**config.mk**
```make
export PLATFORM = sky130hd
export DESIGN_NAME = clk_div_monitor
export DESIGN_NICKNAME = d
export VERILOG_FILES = /design/src/rtl/clk_div_monitor.sv
export SDC_FILE = /design/constraint.sdc
export NUM_CORES = 1
export LEC_CHECK = 0
export CAP_MARGIN = 15
export CORE_MARGIN = 2
export CORE_UTILIZATION = 56
export CTS_BUF_LIST = sky130_fd_sc_hd__clkbuf_16
export DETAILED_ROUTE_END_ITERATION = 10
export DONT_BUFFER_PORTS = 1
export PLACE_DENSITY = 0.74
export SLEW_MARGIN = 30
export SYNTH_ARGS = -nofsm -noshare
export SYNTH_HDL_FRONTEND = slang
export SYNTH_SLANG_ARGS = --single-unit
```
**constraint.sdc**
```tcl
create_clock -name I -period 1.5 [get_ports I]
set_input_delay 0.45 -clock I [delete_from_list [all_inputs] [get_ports I]]
set_output_delay 0.45 -clock I [all_outputs]
set_load 0.01 [all_outputs]
```
**src/rtl/clk_div_monitor.sv**
```systemverilog
// Cycle-exact period/high-time monitor for a divided clock sampled in its source domain.
// Tracks lock against EXP_DIVIDE and flags loss of lock and stalls.
module clk_div_monitor #(
  parameter int EXP_DIVIDE = 4,
  parameter int LOCK_COUNT = 4,
  parameter int ERR_LIMIT  = 2,
  parameter int TIMEOUT    = 20
) (
  input  logic       I,
  input  logic       w_CLR,
  input  logic       DIV_I,
  output logic       LOCKED,
  output logic       ERR,
  output logic       STALL,
  output logic [4:0] PERIOD,
  output logic [3:0] HIGH_CNT,
  output logic [7:0] EDGE_CNT
);

  typedef enum logic [1:0] {ACQ, SEARCH, LCK, STL} st_t;

  st_t        st, st_nxt;
  logic       r_div_q;
  logic [4:0] r_cnt;
  logic [3:0] r_hi;
  logic [3:0] good_cnt, good_nxt, bad_cnt, bad_nxt;
  logic       rise, good, tmo_hit, err_nxt, meas_upd;

  assign rise = DIV_I & ~r_div_q;
  assign good = (r_cnt == 5'(EXP_DIVIDE));
  // Compare against the post-increment count so STALL asserts as r_cnt reaches TIMEOUT.
  assign tmo_hit = ~rise && (r_cnt >= 5'(TIMEOUT - 1));

  always_ff @(posedge I or posedge w_CLR) begin
    if (w_CLR) begin
      r_div_q <= 1'b0;
      r_cnt   <= '0;
      r_hi    <= '0;
    end else begin
      r_div_q <= DIV_I;
      if (rise) begin
        r_cnt <= 5'd1;
        r_hi  <= 4'd1;
      end else begin
        if (r_cnt != '1) r_cnt <= r_cnt + 5'd1;
        if (DIV_I && r_hi != '1) r_hi <= r_hi + 4'd1;
      end
    end
  end

  always_ff @(posedge I or posedge w_CLR) begin
    if (w_CLR) begin
      st       <= ACQ;
      good_cnt <= '0;
      bad_cnt  <= '0;
      LOCKED   <= 1'b0;
      STALL    <= 1'b0;
      ERR      <= 1'b0;
      PERIOD   <= '0;
      HIGH_CNT <= '0;
      EDGE_CNT <= '0;
    end else begin
      st       <= st_nxt;
      good_cnt <= good_nxt;
      bad_cnt  <= bad_nxt;
      LOCKED   <= (st_nxt == LCK);
      STALL    <= (st_nxt == STL);
      ERR      <= err_nxt;
      if (meas_upd) begin
        PERIOD   <= r_cnt;
        HIGH_CNT <= r_hi;
      end
      if (rise && EDGE_CNT != '1) EDGE_CNT <= EDGE_CNT + 8'd1;
    end
  end

  always_comb begin
    st_nxt   = st;
    good_nxt = good_cnt;
    bad_nxt  = bad_cnt;
    if (rise) begin
      case (st)
        // The period ending at this edge started from reset or a stall and is meaningless.
        ACQ, STL: begin
          st_nxt   = SEARCH;
          good_nxt = '0;
        end
        SEARCH: begin
          if (good) begin
            good_nxt = good_cnt + 4'd1;
            if (good_cnt + 4'd1 == 4'(LOCK_COUNT)) begin
              st_nxt  = LCK;
              bad_nxt = '0;
            end
          end else begin
            good_nxt = '0;
          end
        end
        LCK: begin
          if (good) begin
            bad_nxt = '0;
          end else begin
            bad_nxt = bad_cnt + 4'd1;
            if (bad_cnt + 4'd1 == 4'(ERR_LIMIT)) begin
              st_nxt   = SEARCH;
              good_nxt = '0;
            end
          end
        end
        default: st_nxt = ACQ;
      endcase
    end else if (tmo_hit && st != STL) begin
      st_nxt = STL;
    end
  end

  always_comb begin
    err_nxt  = (st == LCK) && (st_nxt != LCK);
    meas_upd = rise && (st == SEARCH || st == LCK);
  end

endmodule

```
== Yosys cells after proc, flatten, opt, wreduce, memory -nomap -nowiden ==
Index checks and enable logic that the tools add are counted.

* Register bits: 40
* Bits of input ports: 3

* $add $sub $neg: 5
* Magnitude comparators: 1
* Equal/unequal tests: 17
* Multiplexer cells: 19
* Bitwise gates (word level): 3
* Reduce and logical (&&, ||, !) cells: 14

{| class="wikitable"
|+ Operators by type and width
! kind !! count
|-
| 2-to-1 mux 4 bit || 8
|-
| adder 4 x 1 -> 4 bit, second input constant || 3
|-
| 2-to-1 mux 2 bit || 6
|-
| != test 2 bit, second input constant || 6
|-
| case mux 4 bit (3 select lines) || 1
|-
| 2-to-1 mux 5 bit || 2
|-
| adder 8 x 1 -> 8 bit, second input constant || 1
|-
| == test 2 bit, second input constant || 4
|-
| != test 8 bit, second input constant || 1
|-
| case mux 4 bit (2 select lines) || 1
|-
| logical AND 1 bit || 6
|-
| case mux 2 bit (3 select lines) || 1
|-
| nonzero test 2 bit || 3
|-
| adder 5 x 1 -> 5 bit, second input constant || 1
|-
| == test 5 x 3 -> 1 bit, second input constant || 1
|-
| >= comparator 5 bit, second input constant || 1
|-
| != test 5 bit, second input constant || 1
|-
| == test 4 x 2 -> 1 bit, second input constant || 1
|-
| == test 4 x 3 -> 1 bit, second input constant || 1
|-
| != test 4 bit, second input constant || 1
|-
| AND reduction 4 bit || 1
|-
| AND reduction 3 bit || 1
|-
| == test 2 x 1 -> 1 bit, second input constant || 1
|-
| zero test 2 bit || 1
|-
| 4 further kinds || 5
|}

== Longest topological paths before layout ==
Gate-level depths: netlist (run 1).

* Word-level depth: 9
* Depth in mapped cells: 7

== Worst setup path before layout (run 1) ==
OpenSTA, ideal clock, no wires.

* Path type: reg-to-reg
* Start: register r_cnt[0]
* End: register ERR
* Setup time: 0.128 ns
* Arrival: 1.510 ns
* Data required time: 1.372 ns
* Setup slack: -0.138 ns
* Stages on the path, launching flop included: 8
* Path buffers: 0
* Period minus slack after synthesis: 1.638 ns
* Path through: dfrtp_1 inv_1 ha_1 nand4bb_2 o31ai_1 a21oi_1 o31ai_1 a21oi_1

* Word-level cells in the longest chain between the ends: 7
* Elaborated cells on any way between the ends: 11
* Classes of those cells: order compare (1); eq/ne (2); mux (5); reduce/logical (3)

{| class="wikitable"
|+ RTL lines
! item !! RTL line !! text
|-
| start, declared || 24 || <nowiki>logic [4:0] r_cnt;</nowiki>
|-
| start signal, assigned || 45 || <nowiki>if (r_cnt != '1) r_cnt <= r_cnt + 5'd1;</nowiki>
|-
| >= comparator 5 bit || 32 || <nowiki>assign tmo_hit = ~rise && (r_cnt >= 5'(TIMEOUT - 1));</nowiki>
|-
| logical AND 1 bit || 32 ||
|-
| logical AND 1 bit || 112 || <nowiki>end else if (tmo_hit && st != STL) begin</nowiki>
|-
| 2-to-1 mux 2 bit || 112 ||
|-
| 2-to-1 mux 2 bit (*) || 81 || <nowiki>if (rise) begin</nowiki>
|-
| != test 2 bit (*) || 118 || <nowiki>err_nxt = (st == LCK) && (st_nxt != LCK);</nowiki>
|-
| logical AND 1 bit (*) || 118 ||
|-
| via err_nxt || 27 || <nowiki>logic rise, good, tmo_hit, err_nxt, meas_upd;</nowiki>
|-
| end signal, assigned || 68 || <nowiki>ERR <= err_nxt;</nowiki>
|-
| end, declared || 13 || <nowiki>output logic ERR,</nowiki>
|}

The timed path passes the listed nets; every way through them passes the cells marked *.
A chain may end at the register's enable or synchronous reset.

== Worst setup path after layout (run 1) ==
* Start: register r_cnt[1]
* End: register ERR

Same word-level chain as after synthesis.

==> metrics.csv, run 1 <==
metric,value,unit
f_max,593.8,MHz
CP required,1.67,ns
"Net Count, Synth",196,
Syn Area/Cell,11.20,sq um
Die ar.,4138,sq um
"Seq/Total Area, Yosys",0.4911,
share of layout cells above drive strength 1,0.4835,
Initial DRC Count,79,
status,"finished, violations left",
GRT met3 Usage,0.06514,
period utilization,1.123,
Root Driver,clkbuf_16,
worst-margin pin slew,0.4987,ns
initial antenna violation count,0,
minimum clock period,1.684,ns
Die Wd,64.33,um
Gate power share,0.398,
critical-path maximum fanout,4,
port buffer count,0,
Hold Fails Final Rpt,0,
DR WL/cell,18.59,um
Syn Inst Count,182,
Psw,1.545,mW
"setup slack, reg-to-reg",-0.18,ns
relative slew slack,0.6675,
Max Cap Violations,0,
first-pass GRT wire length,7507,um
worst path arrival time,1.85,ns
total CTS buffers,5,
GR Layer Usage met1,0.2695,
Final nets,255,
Final Slew Violations,0,
Clk pwr share,0.232,
Vias,1651,
DRC viols,0,
final-report setup violation count,27,
"flops & latches, synth",40,
worst vdd ir,1391,uV
Internal,2.910,mW
post-route cell area,2973,sq um
setup tns final,-2.518,ns
Mapped Area,2038,sq um
IO Count,23,
GR Overflow Total,0,
crit path launch type,flop,
"Clk pin slew, worst setup/hold paths",0.06,ns
core area,3416,sq um
vias in the first global route,1653,
failing checks,setup timing,
H-tree depth,2,
Final Skew,0.003882,ns
"Core Util, Final",0.8703,
top_reg_cell synth,dfrtp_1,
row count,21,
largest net degree at the start of global routing,41,
Post-synth EDFFs,0,
final estimated routing congestion in global placement,0.8504,
cts hold-fix bufs,0,
Crit Path Class,reg -> reg,
Die H,64.33,um
Initial Utilization,0.5967,
DR vias/cell,5.733,
Pwr Total,4.454,mW
Final Routed Wirelength,5354,um
RSZ-0062 raised after global routing,yes,
Post-synth ARST share,1.000,
gr busiest metal,met2,
Final Worst Setup Slack,-0.1840,ns
Leak,1.367,nW
CTS tree,done,
GR Util All Layers,0.2416,
yosys warns,0,
n_diodes,0,
Max Root-Sink Buffers,2,
DP HPWL,3078,um
sw frac,0.3468,
TritonRoute pass-1 iters,4,
"Clk Latency, worst-skew pair",0.29,ns
sequential share of power,0.370,
worst hold path class,in -> async,
DRT antenna net count,0,
met2 usage,0.4414,
Pwr Density,1498,nW/um^2
area delta synth->final,45.86,%
placed cell area,2450,sq um
Crit. End Element,flop,
synth unique cells,38,
clock tree sinks,40,
[cell type report]
type	instances	area (sq um)
Multi-Input combinational cell	128	1247
Clock buffer	5	125.1
Inverter	10	37.54
Clock inverter	3	20.02
Sequential cell	40	1003
Fill cell	157	442.9
Timing Repair Buffer	56	481.7
Tap cell	46	57.56
[placed cells by master (no fill, tap or decap), types with 2 or more instances in the layout]
master	synthesis	routed
mux2_4	0	9
inv_2	0	3
nand4_1	4	4
o21ai_0	8	5
buf_12	0	2
a21oi_4	0	2
inv_1	10	8
o21ai_1	2	3
xor2_1	7	7
a21oi_1	9	5
nand2_2	0	2
nor2_1	7	7
o21ai_2	0	2
and3_1	4	2
nor2b_1	2	2
buf_4	2	48
nand2b_1	4	3
clkbuf_16	0	6
nor2_4	2	2
o2bb2ai_1	3	2
and3_4	0	2
ha_1	11	4
buf_6	2	5
mux2i_1	5	5
dfrtp_1	40	38
dfrtp_2	0	2
ha_4	0	4
xnor2_1	6	4
a21oi_2	1	3
nand3_1	12	10
ha_2	0	3
nand2_1	13	10
nand3_2	0	2
[routing by layer]
| metal | wire length (um) | vias to the layer above |
|---|---|---|
| li1 | - | 767 |
| met1 | 2018 | 825 |
| met2 | 2968 | 45 |
| met3 | 234 | 14 |
| met4 | 133 | 0 |
| met5 | 0 | - |
[timing repair]
action / in CTS / in global routing
setup endpoints to repair: 30 / 33
setup buffers: 3 / 8
pin swaps: 13 / 13
gates cloned: 0 / 1
gates resized for setup: 23 / 34
[Yosys cell counts (3+ instances only)]
cell type / n / area share
dfrtp_1: 40 / 0.49
nand2_1: 13 / 0.024
nand3_1: 12 / 0.029
ha_1: 11 / 0.068
inv_1: 10 / 0.018
mux2_2: 10 / 0.055
a21oi_1: 9 / 0.022
o21ai_0: 8 / 0.020
nor2_1: 7 / 0.013
xor2_1: 7 / 0.030
xnor2_1: 6 / 0.026
mux2i_1: 5 / 0.025
and3_1: 4 / 0.012
nand2b_1: 4 / 0.012
nand4_1: 4 / 0.012
o2bb2ai_1: 3 / 0.013
[power by group through the flow]
| stage | logic, mW | registers (mW) | clock network (mW) |
|---|---|---|---|
| after floorplan | 0.669 | 1.68 | 0 |
| after global placement | 1.22 | 1.60 | 0 |
| after detailed placement | 1.28 | 1.61 | 0 |
| after CTS | 1.41 | 1.60 | 1.04 |
| after global routing | 1.90 | 1.67 | 1.10 |
| final | 1.77 | 1.65 | 1.04 |
[state kept, by name (all words and copies together), names as in the netlist, 2 cells and up]
signal,cells
PERIOD,5
bad_cnt,4
EDGE_CNT,8
r_cnt,5
st,2
r_hi,4
HIGH_CNT,4
good_cnt,4
[cells by family (layout without fill, tap and decap cells)]
kind of cell,after synthesis,count (layout),synth area share
multiplexers,15,15,0.07981
flip-flops,40,40,0.4911
buffers and inverters,14,74,0.03683
XOR/XNOR,13,13,0.05586
adder cells (fa/ha/maj),11,11,0.06753
AO/OA/AOI/OAI,32,32,0.1050
AND/OR/NAND/NOR,57,57,0.1639
[worst max-delay path, cell delays in order (launching register included)]
cell	delay (ns)
dfrtp_1	0.44
ha_2	0.27
a2111oi_4	0.05
or4b_4	0.51
o31a_4	0.15
nor2_4	0.09
a21oi_1	0.07
[stage by stage]
step / instances / setup slack [ns] / hold WS [ns]
CTS: 279 / -0.1471 / 0.1890
global placement: 268 / -0.1238 / 0.4796
finish: 288 / -0.1840 / 0.1906
global route: 288 / -0.3087 / 0.1806
detailed placement: 268 / -0.2013 / 0.4817
floorplan: 182 / -0.09446 / 0.4776
[path summary, 6_finish.rpt]
kind / depth (start not counted) / start / endpoint
setup / recovery: 6 / r_cnt[1] / ERR
hold / removal: 2 / w_CLR / EDGE_CNT[6]
setup reg to reg: 6 / r_cnt[1] / ERR
hold reg to reg: 2 / good_cnt[0] / good_cnt[0]
max in group asynchronous: 2 / w_CLR / st[0]
min in group I: 0 / DIV_I / r_div_q
No activity file was read; power rests on OpenSTA's default activity.
==> run 2: changes to the inputs <==
Settings changed: CORE_UTILIZATION 56 to 59, PLACE_DENSITY 0.74 to 0.75.
Clock period 1.5 ns to 1.85 ns, I/O delays scaled along.
==> run 2 against run 1 <==
Against the previous run: the flow now finishes without violations; sequential share of layout area up 9.8 points; cell count is 16% lower; worst setup slack better by 0.24 ns; maximum frequency shrank 6.3%; die area down 4.8%; first-iteration DRC count decreased by 41%; critical path depth rose by 1; flip-flop and latch count unchanged; register-to-register slack improved by 0.24 ns; cell area decreased by 23%; critical endpoint unchanged; largest cell class is now registers.
==> metrics.csv, run 2 (synthesis results as in run 1) <==
metric,value,unit
Hold Fails Final Rpt,0,
final estimated routing congestion in global placement,0.8728,
area of the multi-input gates,996.0,sq um
"Clk Latency, worst-skew pair",0.28,ns
Psw,0.9671,mW
"commonest non-fill, non-tap cells in the layout","39 x dfrtp_1, 13 x nand2_1, 12 x nand3_1, 11 x inv_1",
"Core Util, Final",0.6895,
DP HPWL,2562,um
Final Non-Filler Cells,241,
CP required,2.00,ns
CP max-delay cell,dfrtp_2,
relative slew slack,0.6629,
Pwr Density,1262,nW/um^2
RSZ-0062 raised after global routing,yes,
worst hold path class,in -> async,
worst path buffer plus inverter count,1,
post-CTS setup-driven buffer insertion count,0,
IO Count,23,
Fillers,251,
cts hold-fix bufs,0,
Leak,1.046,nW
status,completed,
Initial DRC Count,47,
CP cell instances,inv_1 -> ha_1 -> nand4bb_2 -> o31ai_2 -> a21oi_2 -> o31ai_1 -> a21oi_1,
DRC viols,0,
minimum clock period,1.798,ns
total CTS buffers,5,
Pwr Total,2.903,mW
final-report setup violation count,0,
RR Endpoint,ERR,
"Clk pin slew, worst setup/hold paths",0.06,ns
core area,3337,sq um
DRT antenna net count,0,
H-tree depth,2,
minimum hold slack,0.2834,ns
"delay-heaviest family, CP",compound AO/OA/AOI/OAI gates,
GR Overflow Total,0,
Max Root-Sink Buffers,2,
first-pass GRT wire length,6403,um
Clk pwr share,0.276,
critical path depth in cells,7,
post-CTS sizing,0,
Internal,1.936,mW
row count,21,
sequential share of power,0.482,
FF-to-FF path depth,7,
largest net degree at the start of global routing,41,
Critical Path End,ERR,
Max Cap Violations,0,
TritonRoute pass-1 iters,4,
n_diodes,0,
worst-margin pin slew,0.5021,ns
port buffer count,0,
CP peak stage delay,0.44,ns
GR Util All Layers,0.2093,
Die H,62.78,um
worst path arrival time,1.95,ns
FF/Latch Area,1002,sq um
DR WL/cell,14.80,um
Final Slew Violations,0,
clock tree sinks,40,
top flop regs,"EDGE_CNT: 8 flops, PERIOD: 5 flops, r_cnt: 5 flops",
max reg flops,8,
Final Skew,0.003800,ns
share of layout cells above drive strength 1,0.2051,
Die ar.,3941,sq um
sw frac,0.3332,
Gate power share,0.242,
Vias,1386,
"most common cell after layout, fill and taps aside",dfrtp_1,
Die Wd,62.78,um
Placed Instances,233,
area delta synth->final,12.89,%
"setup slack, reg-to-reg",0.05,ns
beginning of the critical path,r_cnt[1],
Crit Path Class,reg -> reg,
critical-path maximum fanout,6,
Crit. End Element,flop,
setup tns final,0,ns
Root Driver,clkbuf_16,
worst vdd ir,977.4,uV
vias in the first global route,1454,
Initial Utilization,0.6108,
CTS tree,done,
crit path launch type,flop,
R2R Path Start,r_cnt[1],
DR vias/cell,5.751,
most flop-heavy register,EDGE_CNT,
Final nets,208,
initial antenna violation count,0,
Final Routed Wirelength,3568,um
period utilization,0.9720,
f_max,556.1,MHz
run 2: layer usage:
metal,up-vias,part of all wire,track usage
li1,672,-,-
met1,684,0.44,0.2400
met2,21,0.51,0.3481
met3,9,0.037,0.06667
met4,0,0.022,0.1139
met5,-,0,0
run 2: area by class of cell:
class	count	area share
Timing Repair Buffer	9	0.02936
Tap cell	46	0.02501
Sequential cell	40	0.4356
Multi-Input combinational cell	128	0.4328
Clock inverter	3	0.006525
Clock buffer	5	0.05438
Inverter	10	0.01631
run 2: worst min-delay path by stage:
stage / start / to / slack (ns) / depth (start not counted)
6_report: w_CLR / r_hi[0] / 0.28 / 2
5_1_grt: DIV_I / r_div_q / 0.29 / 0
4_1_cts: DIV_I / r_div_q / 0.30 / 0
3_5_place_dp: good_cnt[0] / good_cnt[0] / 0.52 / 1
3_3_place_gp: good_cnt[0] / good_cnt[0] / 0.49 / 1
2_1_floorplan: good_cnt[0] / good_cnt[0] / 0.48 / 1
run 2: through the flow:
stage | worst slack (ns) | instance area, sq um
after floorplan | 0.1384 | 2038
after global routing | -0.01258 | 2301
after detailed placement | 0.03431 | 2126
after global placement | 0.1394 | 2126
after CTS | 0.01075 | 2266
final | 0.05182 | 2301
run 2: power by group through the flow:
| stage | registers [mW] | clock network (mW) | logic, mW |
|---|---|---|---|
| after floorplan | 1.36 | 0 | 0.518 |
| after global placement | 1.40 | 0 | 0.652 |
| after detailed placement | 1.41 | 0 | 0.680 |
| after CTS | 1.40 | 0.820 | 0.688 |
| after global routing | 1.44 | 0.863 | 0.785 |
| final | 1.40 | 0.802 | 0.702 |
